`config.mk`:
```
export PLATFORM = sky130hd
export DESIGN_NAME = trace_unpacker
export DESIGN_NICKNAME = d
export VERILOG_FILES = /design/src/rtl/trace_pkg.sv /design/src/rtl/trace_unpacker_sat_accumulator.sv /design/src/rtl/trace_unpacker.sv
export SDC_FILE = /design/constraint.sdc
export NUM_CORES = 1
export LEC_CHECK = 0
export CAP_MARGIN = 10
export CORE_UTILIZATION = 30
export DETAILED_ROUTE_END_ITERATION = 8
export PLACE_DENSITY = 0.51
export RECOVER_POWER = 100
export SYNTH_ARGS = -nofsm -noshare
export SYNTH_HDL_FRONTEND = slang
export SYNTH_SLANG_ARGS = --single-unit
```
`constraint.sdc`:
```
create_clock -name clk -period 3.3 [get_ports clk]
set_input_delay 0.66 -clock clk [delete_from_list [all_inputs] [get_ports clk]]
set_output_delay 0.66 -clock clk [all_outputs]
set_load 0.005 [all_outputs]
```
`src/rtl/trace_pkg.sv`:
```
// Shared types for the trace stream decoder: word-type bit location,
// record kind and output-stage state.
package trace_pkg;

  typedef enum logic {DATA = 1'b0, DROP = 1'b1} rec_t;
  typedef enum logic {EMPTY = 1'b0, FULL = 1'b1} ostate_t;

  // The record-type flag sits just above the sample field.
  function automatic int type_bit(input int sample_width);
    return sample_width;
  endfunction

endpackage

```
`src/rtl/trace_unpacker_sat_accumulator.sv`:
```
// Saturating accumulator register with async active-low clear.
// Adds i_add_dat when i_add_vld, sticking at all-ones instead of wrapping.
module sat_accumulator #(
  parameter int W = 16
) (
  input  logic         clk,
  input  logic         rst_n,
  input  logic         i_add_vld,
  input  logic [W-1:0] i_add_dat,
  output logic [W-1:0] o_sum_dat
);

  logic [W-1:0] r_sum;
  logic [W:0]   w_sum;

  assign w_sum     = {1'b0, r_sum} + {1'b0, i_add_dat};
  assign o_sum_dat = r_sum;

  always_ff @(posedge clk or negedge rst_n) begin
    if (!rst_n) begin
      r_sum <= '0;
    end else if (i_add_vld) begin
      r_sum <= w_sum[W] ? '1 : w_sum[W-1:0];
    end
  end

endmodule

```
`src/rtl/trace_unpacker.sv`:
```
// Decodes data/drop-record FIFO words into sequenced samples with gap flags,
// through a 1-entry output register; fifo_ready passes sample_ready_i through.
module trace_unpacker
  import trace_pkg::*;
#(
  parameter int sample_width_p  = 4,
  parameter int counter_width_p = 4,
  parameter int seq_width_p     = 16
) (
  input  logic                      clk,
  input  logic                      rst_n,
  input  logic [sample_width_p:0]   fifo_data,
  input  logic                      fifo_valid,
  output logic                      fifo_ready,
  output logic [sample_width_p-1:0] sample_data_o,
  output logic                      sample_valid_o,
  input  logic                      sample_ready_i,
  output logic [seq_width_p-1:0]    sample_seq_o,
  output logic                      sample_gap_o,
  output logic [seq_width_p-1:0]    drop_total_o,
  output logic                      drop_sat_o
);

  localparam int TypeBit = type_bit(sample_width_p);
  localparam logic [seq_width_p-1:0] SeqOne = 1;

  ostate_t                   r_state;
  logic [sample_width_p-1:0] r_data;
  logic [seq_width_p-1:0]    r_seq_o;
  logic                      r_gap_o;
  logic [seq_width_p-1:0]    r_seq;
  logic                      r_gap_pend;
  logic                      r_sat;

  rec_t                       w_type;
  logic                       w_accept;
  logic                       w_acc_data;
  logic                       w_acc_drop;
  logic [counter_width_p-1:0] w_cnt;
  logic [seq_width_p-1:0]     w_n;

  assign w_type     = rec_t'(fifo_data[TypeBit]);
  assign fifo_ready = (r_state == EMPTY) | sample_ready_i;
  assign w_accept   = fifo_valid & fifo_ready;
  assign w_acc_data = w_accept & (w_type == DATA);
  assign w_acc_drop = w_accept & (w_type == DROP);
  assign w_cnt      = fifo_data[counter_width_p-1:0];

  always_comb begin
    w_n = '0;
    w_n[counter_width_p-1:0] = w_cnt;
  end

  always_ff @(posedge clk or negedge rst_n) begin
    if (!rst_n) begin
      r_state    <= EMPTY;
      r_data     <= '0;
      r_seq_o    <= '0;
      r_gap_o    <= 1'b0;
      r_seq      <= '0;
      r_gap_pend <= 1'b0;
      r_sat      <= 1'b0;
    end else begin
      if (w_acc_data) begin
        r_state    <= FULL;
        r_data     <= fifo_data[sample_width_p-1:0];
        r_seq_o    <= r_seq;
        r_gap_o    <= r_gap_pend;
        r_seq      <= r_seq + SeqOne;
        r_gap_pend <= 1'b0;
      end else if (sample_ready_i) begin
        r_state <= EMPTY;
      end
      // A drop record never coincides with a data accept, so seq updates don't collide.
      if (w_acc_drop) begin
        r_seq <= r_seq + w_n;
        if (w_cnt != '0) r_gap_pend <= 1'b1;
        if (&w_cnt)      r_sat      <= 1'b1;
      end
    end
  end

  sat_accumulator #(.W(seq_width_p)) u_drop_total (
    .clk       (clk),
    .rst_n     (rst_n),
    .i_add_vld (w_acc_drop),
    .i_add_dat (w_n),
    .o_sum_dat (drop_total_o)
  );

  assign sample_valid_o = (r_state == FULL);
  assign sample_data_o  = r_data;
  assign sample_seq_o   = r_seq_o;
  assign sample_gap_o   = r_gap_o;
  assign drop_sat_o     = r_sat;

endmodule

```
======== Yosys cells after proc, flatten, opt, wreduce, memory -nomap -nowiden ========
Cells that the tools add are included.
W data, S select, Z words.
storage, ports and cells
  input bits .............................. 9
  output and inout port bits .............. 40
  flip-flop bits (word level) ............. 56
operators by class
  reduce and logical (&&, ||, !) cells .... 4
  $add $sub $neg .......................... 3
  bitwise gates (word level) .............. 6
  mux-type cells .......................... 8
operators with widths
  operator                 count
  $mux W16                 3
  $add A16 B4 Y17          1
  $add A16 B1 Y16 const B  1
  $add A16 B4 Y16          1
  $mux W1                  5
  $reduce_and A5 Y1        1
  $reduce_bool A2 Y1       2
  $reduce_bool A4 Y1       1
  $and A1 B1 Y1            3
  $not A1 Y1               2
  $or A1 B1 Y1             1

======== Logic depth before layout (Yosys ltp) ========
  depth in word-level cells ............... 7
  depth in mapped cells ................... 11

======== Hierarchy ========
A second synthesis with hierarchy kept.
second synthesis, totals
  cells, all modules ...................... 291
  area, all modules ....................... 3331.9 µm²
modules (own cells, without submodules)
  module           area each (µm²)  cells an instance  times used  seq. area each (µm²)
  trace_unpacker   1893.1           138                1           1001.0
  sat_accumulator  1438.9           153                1           400.4

======== Least setup slack after synthesis ========
OpenSTA, ideal clock, no wires.
  path kind ............................... input to register
  from .................................... in sample_ready_i
  to ...................................... reg r_seq[10]
  required time ........................... 3.161 ns
  arrival ................................. 2.800 ns
  buffers on the path ..................... 2
  setup slack ............................. 0.361 ns
  library setup time ...................... 0.139 ns
  stages on the path ...................... 11
  path through ............................ nand2b_1 > buf_2 > and2_1 > clkbuf_1 > nand2b_1 > ha_1 > fa_1 > a21o_1 > a21oi_1 > nor4b_1 > xor2_1
between the ends
  word-level cells in the longest chain between the ends .. 4
RTL lines
  what                                            line                                        source
  start, declared                                 trace_unpacker.sv:17                        input logic sample_ready_i,
  $or A1 B1 Y1 (*)                                trace_unpacker.sv:43                        assign fifo_ready = (r_state == EMPTY) | sample_ready_i;
  net fifo_ready                                  trace_unpacker.sv:14                        output logic fifo_ready,
  $and A1 B1 Y1 (*)                               trace_unpacker.sv:44                        assign w_accept = fifo_valid & fifo_ready;
  $and A1 B1 Y1 (on tied branches)                trace_unpacker.sv:46, trace_unpacker.sv:45
  $mux W16 or $reduce_bool A2 Y1 (tied branches)  --
  end signal, assigned                            trace_unpacker.sv:69                        r_seq <= r_seq + SeqOne;
  end signal, assigned                            trace_unpacker.sv:76                        r_seq <= r_seq + w_n;
  end, declared                                   trace_unpacker.sv:31                        logic [seq_width_p-1:0] r_seq;
Mark *: on every way through the listed nets, which the timed path passes. The rest lies on a longest branch.
A chain may end at the register's enable or synchronous reset.

======== Final worst setup path ========
  from .................................... in sample_ready_i
  to ...................................... out fifo_ready
between the ends
  word-level cells in the longest chain between the ends .. 1
RTL lines
  what           line
  $or A1 B1 Y1   trace_unpacker.sv:43
  end, declared  trace_unpacker.sv:14
No other way between the ends.

==> flow_metrics.env <==
export IMPL_fin_setup_tns_ns=0
export IMPL_grt_pass1_vias=2035
export IMPL_min_period_over_period=0.894
export IMPL_synth_main_ff_cell="dfrtp_1"
export IMPL_drt_total_wl_mm=5.94
export IMPL_yosysSeqAreaShare=0.513
export IMPL_violations="max-capacitance violations, max-slew violations"
export IMPL_nNetsFinal=303
export IMPL_arrival_ns=2.29
export IMPL_place_hpwl_mm=4.28
export IMPL_drtIter0Drc=54
export IMPL_start_kind="input pin"
export IMPL_r2r_end="u_drop_total.o_sum_dat[15]$_DFFE_PN0N_"
export IMPL_worst_path_max_fanout=11
export IMPL_grt_max_degree=29
export IMPL_skew_ns=0.00857
export IMPL_vias=1983
export IMPL_tightest_slew_ns=1.53
export IMPL_rr_worst_depth=5
export IMPL_syn_inst=225
export IMPL_fmax_ghz=0.339
export IMPL_r2r_start="sample_valid_o$_DFFE_PN0P_"
export IMPL_fill_cells=890
export IMPL_crit_type="in -> out"
export IMPL_rows=34
export IMPL_yosys_warnings=0
export IMPL_cp_end_kind="output port"
export IMPL_pin_count=49
export IMPL_drc=0
export IMPL_finalHoldViolations=0
export IMPL_area_growth_pct=26.0
export IMPL_total_power_mw=2.07
export IMPL_syn_area_per_cell_um2=12.1
export IMPL_wl_per_cell_um=15.1
export IMPL_place_gp_congestion=0.815
export IMPL_cts_setup_buffers=0
export IMPL_dieArea_mm2=0.00949
export IMPL_slowest_stage="dlygate4sd3_1"
export IMPL_crit_required_ns=2.64
export IMPL_synth_fp_nets=244
export IMPL_path_buf_inv=3
export IMPL_cts_buffers=5
export IMPL_hold_buffers=0
export IMPL_final_cell_count_no_fill=393
export IMPL_cpLargestDelayFamily="buffers and inverters"
export IMPL_drive_gt1_frac=0.151
export IMPL_slew_headroom=-0.0207
export IMPL_grt_pass1_wl_mm=10.1
export IMPL_slowest_delay_ns=0.66
export IMPL_ant_nets=0
export IMPL_clock_sinks=56
export IMPL_p_leak_nw=1.62
export IMPL_dr_pass1_iters=4
export IMPL_cts_clk_slew_worst_paths_ns=0.11
export IMPL_synth_seq_cells=56
export IMPL_fin_crit_ns=2.95
export IMPL_path_cells="clkdlybuf4s50_1 -> nand2b_1 -> clkbuf_1 -> dlygate4sd3_1"
export IMPL_top_usage_layer="met2"
export IMPL_placed_cells=385
export IMPL_die_w_um=97.4
export IMPL_synth_area_mm2=0.00273
export IMPL_ctsResizeCount=0
export IMPL_async_flop_share=1.00
export IMPL_cts_buffer_depth=2
export IMPL_rsz0062_at_grt="no"
export IMPL_use_met1=0.184
export IMPL_synth_edf_count=0
export IMPL_cts_tree="yes"
export IMPL_die_y_um=97.4
export IMPL_overflow=0
export IMPL_avgViaCountPerCell=5.05
export IMPL_cellPowerDensity_mw_per_mm2=601
export IMPL_insertion_delay_ns=0.32
export IMPL_ys_types=43
export IMPL_initial_core_util=0.312
export IMPL_antenna_cells=0
export IMPL_use_met2=0.205
export IMPL_maxCapViolCount=2
export IMPL_setup_violations=0
export IMPL_r2r_slack_ns=0.91
export IMPL_coreArea_mm2=0.00876
export IMPL_track_usage=0.131
export IMPL_io_buffers=48
export IMPL_grt_use_met3=0.0273
export IMPL_worstHoldPathType="in -> async"
export IMPL_cts_root_buf="clkbuf_8"
export IMPL_peakVddDrop_v=0.000281
export IMPL_antenna_found_initial=0
export IMPL_outcome="finished with violations"
export IMPL_htreeDepth=2
export IMPL_drv_slew=57
==> kinds of logic (layout without fill, tap and decap cells) <==
logic type / count (synthesis) / count (layout) / synth area share
muxes: 25 / 25 / 0.103
AOI/OAI and AO/OA: 40 / 40 / 0.105
adders and majority gates: 10 / 10 / 0.0513
and+or+nand+nor: 69 / 69 / 0.158
xor gates and xnor gates: 16 / 16 / 0.0513
DFF: 56 / 56 / 0.513
buffers and inverters: 9 / 69 / 0.0174
==> layout by cell type, fill, tap and decap left out, types with 6 or more instances in the layout <==
cell type	synthesis	final
o31ai_1	6	7
buf_4	0	6
ha_1	8	8
nand2_1	9	9
o21ai_0	7	7
and3_1	6	6
or4_1	6	6
nor2_1	8	8
nand3_1	11	12
dlygate4sd3_1	0	42
mux2_2	24	24
a21oi_1	7	7
xor2_1	14	14
dfrtp_1	56	56
clkbuf_1	1	6
==> cells in the mapped netlist (3+ instances only) <==
cell type,count,share of area
o31ai_1,6,0.016
a21oi_1,7,0.013
nor4b_1,3,0.0096
a21o_1,5,0.014
o21ai_0,7,0.013
nor3_1,4,0.0073
a31oi_1,3,0.0069
nand4_1,4,0.0092
ha_1,8,0.037
xor2_1,14,0.045
dfrtp_1,56,0.51
or4_1,6,0.016
and4_1,3,0.0096
o22a_1,4,0.013
nor2_1,8,0.011
nand2b_1,3,0.0069
nand2_1,9,0.012
buf_2,5,0.0092
nor3b_1,3,0.0082
and3_1,6,0.014
nand3_1,11,0.020
mux2_2,24,0.099
==> worst max path at each step <==
stage | endpoint | cells past startpoint | startpoint
after detailed placement | u_drop_total.o_sum_dat[15]$_DFFE_PN0N_ | 7 | fifo_data[0]
after global routing | fifo_ready | 4 | sample_ready_i
after global placement | u_drop_total.o_sum_dat[15]$_DFFE_PN0N_ | 7 | fifo_data[0]
final | fifo_ready | 4 | sample_ready_i
after CTS | u_drop_total.o_sum_dat[15]$_DFFE_PN0N_ | 7 | fifo_data[0]
after floorplan | r_seq[10]$_DFFE_PN0P_ | 11 | sample_ready_i
==> cell type report <==
| class | count | area, µm² | area share |
|---|---|---|---|
| clock buffer | 5 | 68.8 | 0.0200 |
| clock inverter | 3 | 27.5 | 0.00800 |
| inverter | 2 | 7.51 | 0.00218 |
| multi-input combinational | 160 | 1260 | 0.367 |
| sequential | 56 | 1400 | 0.407 |
| tap | 108 | 135 | 0.0393 |
| timing repair buffer | 59 | 538 | 0.156 |
==> per-stage QoR <==
stage	setup WS [ns]	hold slack, ns	util	instance area, µm²
finish	0.350	0.109	0.393	3440
global route	0.256	0.0981	0.393	3440
CTS	0.564	0.102	0.397	3480
detailed placement	0.216	0.450	0.386	3390
global placement	0.210	0.454	0.386	3390
floorplan	0.361	0.364	-	2730
==> state kept, by name (all words and copies together) (netlist names) <==
signal                  cells
sample_seq_o               16
r_gap_pend                  1
drop_sat_o                  1
sample_valid_o              1
r_seq                      16
sample_data_o               4
sample_gap_o                1
u_drop_total.o_sum_dat     16
==> power breakdown <==
| part | internal, mW | switching, mW |
|---|---|---|
| registers | 0.828 | 0.128 |
| clock network | 0.157 | 0.249 |
| logic | 0.383 | 0.321 |
| total | 1.37 | 0.699 |
==> metal layers <==
layer	wire [µm]	vias to the layer above
met2	2710	36
met3	225	6
met1	2940	986
met5	0	-
met4	65	0
li1	-	955
Power figures use the tool's default switching activity.
